--- src/rtl/sub_arbiter.sv ---
// Round-robin arbiter sharing one WIDTH-bit subtractor among N_REQ requesters.
// Optional SUB_CHECK_EN: recompute A - B in CAPTURE and raise a sticky err on disagreement.
module sub_arbiter #(
    parameter int N_REQ = 4,
    parameter int WIDTH = 64,
    parameter int IDX_W = 2
) (
    input  logic                     clk,
    input  logic                     rst,
    input  logic [N_REQ-1:0]         req,
    input  logic [N_REQ*WIDTH-1:0]   a_bus,
    input  logic [N_REQ*WIDTH-1:0]   b_bus,
    output logic [N_REQ-1:0]         ack,
    output logic [WIDTH-1:0]         result,
    output logic                     msb,
    output logic                     busy,
    output logic [IDX_W-1:0]         grant_idx,
    output logic                     sub_dv0,
    output logic [WIDTH-1:0]         sub_a,
    output logic [WIDTH-1:0]         sub_b,
    input  logic [WIDTH-1:0]         sub_result,
    input  logic                     sub_msb,
    output logic                     err,
    output logic [1:0]               state_dbg
);

    // Handshake: a requester holds req (and its operands) until the grant is
    // taken in IDLE; ack pulses for exactly one cycle in DONE, and the
    // requester must drop req the cycle after so the next IDLE does not re-serve it.

    typedef enum logic [1:0] {
        S_IDLE    = 2'd0,
        S_ISSUE   = 2'd1,
        S_CAPTURE = 2'd2,
        S_DONE    = 2'd3
    } state_t;

    state_t             state_q, state_d;
    logic [IDX_W-1:0]   rr_ptr_q, rr_ptr_d;
    logic [IDX_W-1:0]   grant_idx_q, grant_idx_d;
    logic [WIDTH-1:0]   sub_a_q, sub_a_d;
    logic [WIDTH-1:0]   sub_b_q, sub_b_d;
    logic               sub_dv0_q, sub_dv0_d;
    logic [N_REQ-1:0]   ack_q, ack_d;
    logic [WIDTH-1:0]   result_q, result_d;
    logic               msb_q, msb_d;
    logic               busy_q, busy_d;

    logic               found;
    int                 sel;

    // First set req bit at or above rr_ptr, wrapping at N_REQ-1 -> 0.
    always_comb begin
        int cand;
        found = 1'b0;
        sel   = 0;
        for (int k = 0; k < N_REQ; k++) begin
            cand = int'(rr_ptr_q) + k;
            if (cand >= N_REQ) cand = cand - N_REQ;
            if (!found && req[cand]) begin
                found = 1'b1;
                sel   = cand;
            end
        end
    end

    always_comb begin
        state_d     = state_q;
        rr_ptr_d    = rr_ptr_q;
        grant_idx_d = grant_idx_q;
        sub_a_d     = sub_a_q;
        sub_b_d     = sub_b_q;
        sub_dv0_d   = 1'b0;
        ack_d       = '0;
        result_d    = result_q;
        msb_d       = msb_q;
        case (state_q)
            S_IDLE: begin
                if (found) begin
                    grant_idx_d = IDX_W'(sel);
                    sub_a_d     = a_bus[sel*WIDTH +: WIDTH];
                    sub_b_d     = b_bus[sel*WIDTH +: WIDTH];
                    sub_dv0_d   = 1'b1;
                    state_d     = S_ISSUE;
                end
            end
            S_ISSUE: begin
                state_d = S_CAPTURE;
            end
            S_CAPTURE: begin
                // sub_result was loaded by the subtractor on the negedge inside ISSUE.
                result_d           = sub_result;
                msb_d              = sub_msb;
                ack_d[grant_idx_q] = 1'b1;
                state_d            = S_DONE;
            end
            S_DONE: begin
                if (grant_idx_q == IDX_W'(N_REQ - 1)) rr_ptr_d = '0;
                else                                   rr_ptr_d = grant_idx_q + 1'b1;
                state_d = S_IDLE;
            end
            default: state_d = S_IDLE;
        endcase
        busy_d = (state_d != S_IDLE);
    end

    always_ff @(posedge clk) begin
        if (rst) begin
            state_q     <= S_IDLE;
            rr_ptr_q    <= '0;
            grant_idx_q <= '0;
            sub_a_q     <= '0;
            sub_b_q     <= '0;
            sub_dv0_q   <= 1'b0;
            ack_q       <= '0;
            result_q    <= '0;
            msb_q       <= 1'b0;
            busy_q      <= 1'b0;
        end else begin
            state_q     <= state_d;
            rr_ptr_q    <= rr_ptr_d;
            grant_idx_q <= grant_idx_d;
            sub_a_q     <= sub_a_d;
            sub_b_q     <= sub_b_d;
            sub_dv0_q   <= sub_dv0_d;
            ack_q       <= ack_d;
            result_q    <= result_d;
            msb_q       <= msb_d;
            busy_q      <= busy_d;
        end
    end

`ifdef SUB_CHECK_EN
    logic             err_q, err_d;
    logic [WIDTH-1:0] chk_diff;

    always_comb begin
        chk_diff = sub_a_q - sub_b_q;
        err_d    = err_q;
        if (state_q == S_CAPTURE &&
            ((chk_diff != sub_result) || ((sub_a_q < sub_b_q) != sub_msb)))
            err_d = 1'b1;
    end

    always_ff @(posedge clk) begin
        if (rst) err_q <= 1'b0;
        else     err_q <= err_d;
    end

    assign err = err_q;
`else
    assign err = 1'b0;
`endif

    assign ack       = ack_q;
    assign result    = result_q;
    assign msb       = msb_q;
    assign busy      = busy_q;
    assign grant_idx = grant_idx_q;
    assign sub_dv0   = sub_dv0_q;
    assign sub_a     = sub_a_q;
    assign sub_b     = sub_b_q;
    assign state_dbg = state_q;

endmodule

--- config.mk ---
export PLATFORM = sky130hd
export DESIGN_NAME = sub_arbiter
export DESIGN_NICKNAME = d
export VERILOG_FILES = /design/src/rtl/sub_arbiter.sv
export SDC_FILE = /design/constraint.sdc
export NUM_CORES = 1
export LEC_CHECK = 0
export CORE_AREA = 2 2 302 304
export CTS_CLUSTER_SIZE = 8
export DETAILED_ROUTE_END_ITERATION = 8
export DIE_AREA = 0 0 304 306
export GPL_TIMING_DRIVEN = 0
export PLACE_DENSITY = 0.46
export SETUP_SLACK_MARGIN = 0.02
export SYNTH_ARGS = -nofsm -noshare
export SYNTH_HDL_FRONTEND = slang
export SYNTH_SLANG_ARGS = --single-unit
--- constraint.sdc ---
create_clock -name clk -period 4.2 [get_ports clk]
set_input_delay 0.42 -clock clk [delete_from_list [all_inputs] [get_ports clk]]
set_output_delay 0.42 -clock clk [all_outputs]
set_load 0.1 [all_outputs]
==> Word-level counts from Yosys, hierarchy flattened <==
Index checks and enable logic that the tools add are counted.
{ "word_totals": {"register_bits": 205, "word_cells": 78, "input_bits": 583} }
{ "op_classes": {"shifts": 2, "n_bitwise": 2, "magnitude_cmp": 10, "eq_ne": 4, "n_reduce_logical": 12, "add_sub_neg": 8, "mux": 30} }
{ "op_table": {"columns": ["cell", "count"], "rows": [
  ["$shiftx A256 B32 Y64", 2],
  ["$lt A32 B4 Y1 const B", 4],
  ["$mux W32", 4],
  ["$mux W26", 4],
  ["$mux W1", 14],
  ["$sub A3 B3 Y4 const B", 3],
  ["$ge A3 B3 Y1 const B", 3],
  ["$bmux W1 S2", 4],
  ["$pmux W2 S4", 1],
  ["$add A2 B2 Y3 const B", 2],
  ["$eq A2 B2 Y1 const B", 3],
  ["$logic_and A1 B1 Y1", 4],
  ["$mux W2", 2],
  ["$reduce_or A2 Y1", 2],
  ["$sub A2 B3 Y4 const B", 1],
  ["$add A2 B1 Y3 const B", 1],
  ["$ge A2 B3 Y1 const B", 1],
  ["$logic_not A1 Y1", 3],
  ["$lt A2 B3 Y1 const B", 1],
  ["$add A2 B1 Y2 const B", 1],
  ["$demux W1 S2", 1],
  ["$eq A2 B1 Y1 const B", 1],
  ["$ge A2 B1 Y1 const B", 1],
  ["$logic_not A2 Y1", 1],
  ["3 further kinds", 4]
]} }

==> Longest topological paths before layout <==
{ "logic_depth": {"word_depth": 18, "ltp_mapped": 13, "mapped_depth_nobuf": 7} }

==> Least setup slack after synthesis <==
OpenSTA, ideal clock, no wires.
{ "synth_timing": {"path_type": "reg2reg", "from": "register rr_ptr_q[0]", "to": "register sub_a_q[44], in the netlist sub_a[44]", "n_path_buf": 4, "t_arrival_ps": 2755, "setup_slack_ps": 1326, "stages_incl_launch_ff": 11, "period_less_slack_ps": 2874, "cell_sequence": "dfxtp_1 buf_2 inv_1 ha_1 buf_2 mux2_2 a221oi_1 buf_2 clkbuf_1 o211ai_1 a32o_1"} }
{ "synth_via": {"elab_chain_len": 16} }
{ "synth_rtl": {"columns": ["element", "line", "text"], "rows": [
  ["start: declaration", "39", "logic [IDX_W-1:0] rr_ptr_q, rr_ptr_d;"],
  ["start signal: assignment", "121", "rr_ptr_q <= rr_ptr_d;"],
  ["parallel branches: the longest is 16 deep, another holds $sub A3 B3 Y4", null, null],
  ["end signal: assignment", "123", "sub_a_q <= sub_a_d;"],
  ["end: declaration", "41", "logic [WIDTH-1:0] sub_a_q, sub_a_d;"]
]} }
Parallel ways; which one is timed is not known. The select of a mux whose other input is x is not followed.
A chain may end at the register's enable or synchronous reset.

==> Worst setup path in the final report <==
{ "layout_timing": {"from": "register rr_ptr_q[0]", "to": "register sub_a_q[42], in the netlist sub_a[42]"} }
Same word-level chain as after synthesis.

==> qor.yml <==
pwr:
  power_density_mw_per_mm2: 610.0
  clkPwrFrac: 0.177
  ir_drop_mv: 0.3226
  p_int_w: 0.006312
  switching_share: 0.5474
  p_seq_frac: 0.202
  p_sw_w: 0.007636
  leakagePower_nw: 8.235
  comb_power_share: 0.620
sta:
  fmax_mhz: 253.0
  skew_ps: 24.20
  timing.slew.headroom: 0.1011
  fin_crit_ps: 3953
  period_share: 0.9411
  setup_viol: 0
  hold_violations: 0
  slew_viol_final: 0
  rsz0062_at_grt: "false"
  holdWs_ps: 442.7
  setup_slack_ps: 247.2
  worst_slew_pin_slew_ps: 1344
cts:
  cts_tree: "done"
  clock_sinks: 205
  hold_buffers: 0
  clkSlewWorstSetupHoldPaths_ps: 60
  clkLatencyLatePin_ps: 610
  htree_levels: 1
  ctsLongestPathBuffers: 3
  numCtsBuffers: 31
  cts-root-buf: "clkbuf_16"
place:
  port_buffers: 783
  place.gp.congestion: 0.8845
  place_ws_ps: -525.1
  dpl.hpwl_um: 71830
global_routing:
  grt_pass1_wl_um: 121400
  grt_max_degree: 16
  grt_pass1_vias: 16040
  overflow: 0
  grt_usage: 0.1816
  antenna_found_initial: 30
die:
  die-area_mm2: 0.09302
  io_pins: 787
  initial_core_util: 0.1406
  core_area_mm2: 0.08960
  rows: 110
  die_y_um: 306
  die_w_um: 304
critical_path:
  arrival_ps: 4480
  critPathTopFamily: "buffers and inverters"
  start_kind: "flop"
  startpoint: "rr_ptr_q[0]"
  worstSetupEndpoint: "sub_a[42]"
  path_cells: "buf_2 -> inv_1 -> ha_1 -> buf_2 -> nand2b_1 -> a21oi_1 -> clkbuf_2 -> clkbuf_1 -> o211ai_1 -> o211ai_1 -> a32o_1"
  r2r_setup_slack_ps: 250
  crit_slowest_cell: "clkbuf_1"
  cp_max_fo: 10
  slowest_delay_ps: 630
  r2r-end: "sub_a[42]"
  cp.depth: 11
  critical_path_class: "reg -> reg"
  reg2reg_from: "rr_ptr_q[0]"
  ff2ff_path_depth: 11
  crit_path_end_kind: "flop"
  required_ps: 4730
  path_buf_inv: 5
logic_synthesis:
  synth_top_family_by_area: "compound AO/OA/AOI/OAI gates"
  synth_edf_count: 0
  synth_fa_ha_area_frac: 0.01291
  synth.avg_cell_area_um2: 8.380
  synthFlopType: "dfxtp_1"
  synth-simple-area-share: 0.03417
  synth_compound_area_frac: 0.4158
  ys_types: 37
  synth_seq_cells: 205
  ys_seq_area_frac: 0.3258
  synth_nets: 2099
  synthMuxAreaShare: 0.06169
  synth-xor-area-share: 0
  synth_cells: 1503
  async_flop_share: 0
  syn_area_mm2: 0.01259
  yosysWarnings: 0
layout:
  final_common_cell: "clkdlybuf4s50_1"
  n_fill_cell: 9865
  layout-drive-gt1-share: 0.04807
  nets: 2915
  area_growth_pct: 81.57
  final_cell_mix: "783 x clkdlybuf4s50_1, 512 x o211ai_1, 262 x inv_1"
status:
  status: "finished clean"
route:
  routed_via_density: 4.416
  final_antenna_net_count: 0
  drt_iter0_drc: 943
  via_count: 15540
  dr.pass1.iters: 5
  drt_drc_violations_left: 0
  wire_per_inst_um: 25.19
  routed_wl_um: 88630
flow_run:
  maxCapViolations: 0
hold_path:
  hold_path_class: "in -> reg"
kinds of logic (layout without fill, tap and decap cells):
family                   Yosys count  in the layout
adder cells (fa/ha/maj)           13             13
AO/OA/AOI/OAI                    654            654
flip-flops                       205            205
AND/OR/NAND/NOR                   99             99
buffers and inverters            455           1282
multiplexers                      76             76
other                              1             13
power groups by stage:
stage / Combinational (W) / Sequential (W) / Clock (W)
after CTS: 0.00872 / 0.00283 / 0.00258
after floorplan: 0.00196 / 0.00669 / 0
final: 0.00865 / 0.00282 / 0.00247
after global placement: 0.00871 / 0.00285 / 0
after detailed placement: 0.00870 / 0.00286 / 0
after global routing: 0.00898 / 0.00289 / 0.00262
repair_timing:
item	CTS	global route
setup endpoints to repair	20	65
setup buffers	0	0
resized for setup	7	14
stage by stage:
step | utilization | total power [W] | TNS (ps) | cell area [um^2] | cells
6_report | 0.2552 | 0.01395 | 0 | 22870 | 3518
5_1_grt | 0.2551 | 0.01449 | 0 | 22860 | 3515
4_1_cts | 0.2547 | 0.01413 | 0 | 22820 | 3506
3_5_place_dp | 0.2445 | 0.01156 | -3961 | 21910 | 3462
3_3_place_gp | 0.2445 | 0.01155 | -28400 | 21900 | 3462
2_1_floorplan | - | 0.008645 | 0 | 12590 | 1503
how the worst min path moves through the flow:
stage | start | endpoint | depth (start not counted)
final | sub_result[8] | result[8] | 3
after floorplan | sub_msb | msb | 2
after global placement | sub_b[56] | sub_b[56] | 1
after global routing | sub_result[61] | result[61] | 3
after detailed placement | sub_b[9] | sub_b[9] | 1
after CTS | sub_result[5] | result[5] | 3
routing by layer:
layer | track usage | routed length (um)
met1 | 0.2012 | 33600
met2 | 0.3220 | 44080
met3 | 0.05447 | 7085
met4 | 0.07648 | 3779
met5 | 0 | 87
sequential cells by signal, indices dropped and copies added, names as in the netlist:
signal,flops
busy,1
rr_ptr_q,2
msb,1
grant_idx,2
sub_a,64
ack,4
result,64
sub_dv0,1
state_dbg,2
sub_b,64
cells in the mapped netlist, drive strengths merged (2+ instances only):
| cell | number | area share |
|---|---|---|
| or2 | 2 | 0.00099 |
| a211oi | 5 | 0.0034 |
| dfxtp | 205 | 0.33 |
| ha | 13 | 0.013 |
| a221o | 2 | 0.0016 |
| nor2 | 77 | 0.023 |
| or3 | 3 | 0.0015 |
| buf | 68 | 0.034 |
| a21oi | 2 | 0.00079 |
| and2 | 5 | 0.0025 |
| a32o | 128 | 0.10 |
| mux2 | 3 | 0.0027 |
| nor2b | 4 | 0.0020 |
| o211ai | 512 | 0.31 |
| clkbuf | 125 | 0.037 |
| inv | 262 | 0.078 |
| mux2i | 72 | 0.057 |
area by class of cell:
class                      count  area [um^2]  share of cell area
multi-input combinational    843         6615              0.2893
clock inverter                 2        38.79            0.001696
sequential                   205         4104              0.1795
clock buffer                  42        857.1             0.03748
buffer                       193        930.9             0.04071
antenna                       12        30.03            0.001313
timing repair buffer         783         7838              0.3427
tap                         1176         1471             0.06434
inverter                     262        983.4             0.04300
worst reg2reg max path: cells and delay by family, from the launching register on:
family | cells | cell delay (ps)
flops | 1 | 480
fa+ha+maj | 1 | 300
buf+inv | 5 | 1750
simple gates | 1 | 170
compound gates | 4 | 1190
(Power assumes the default switching activity.)
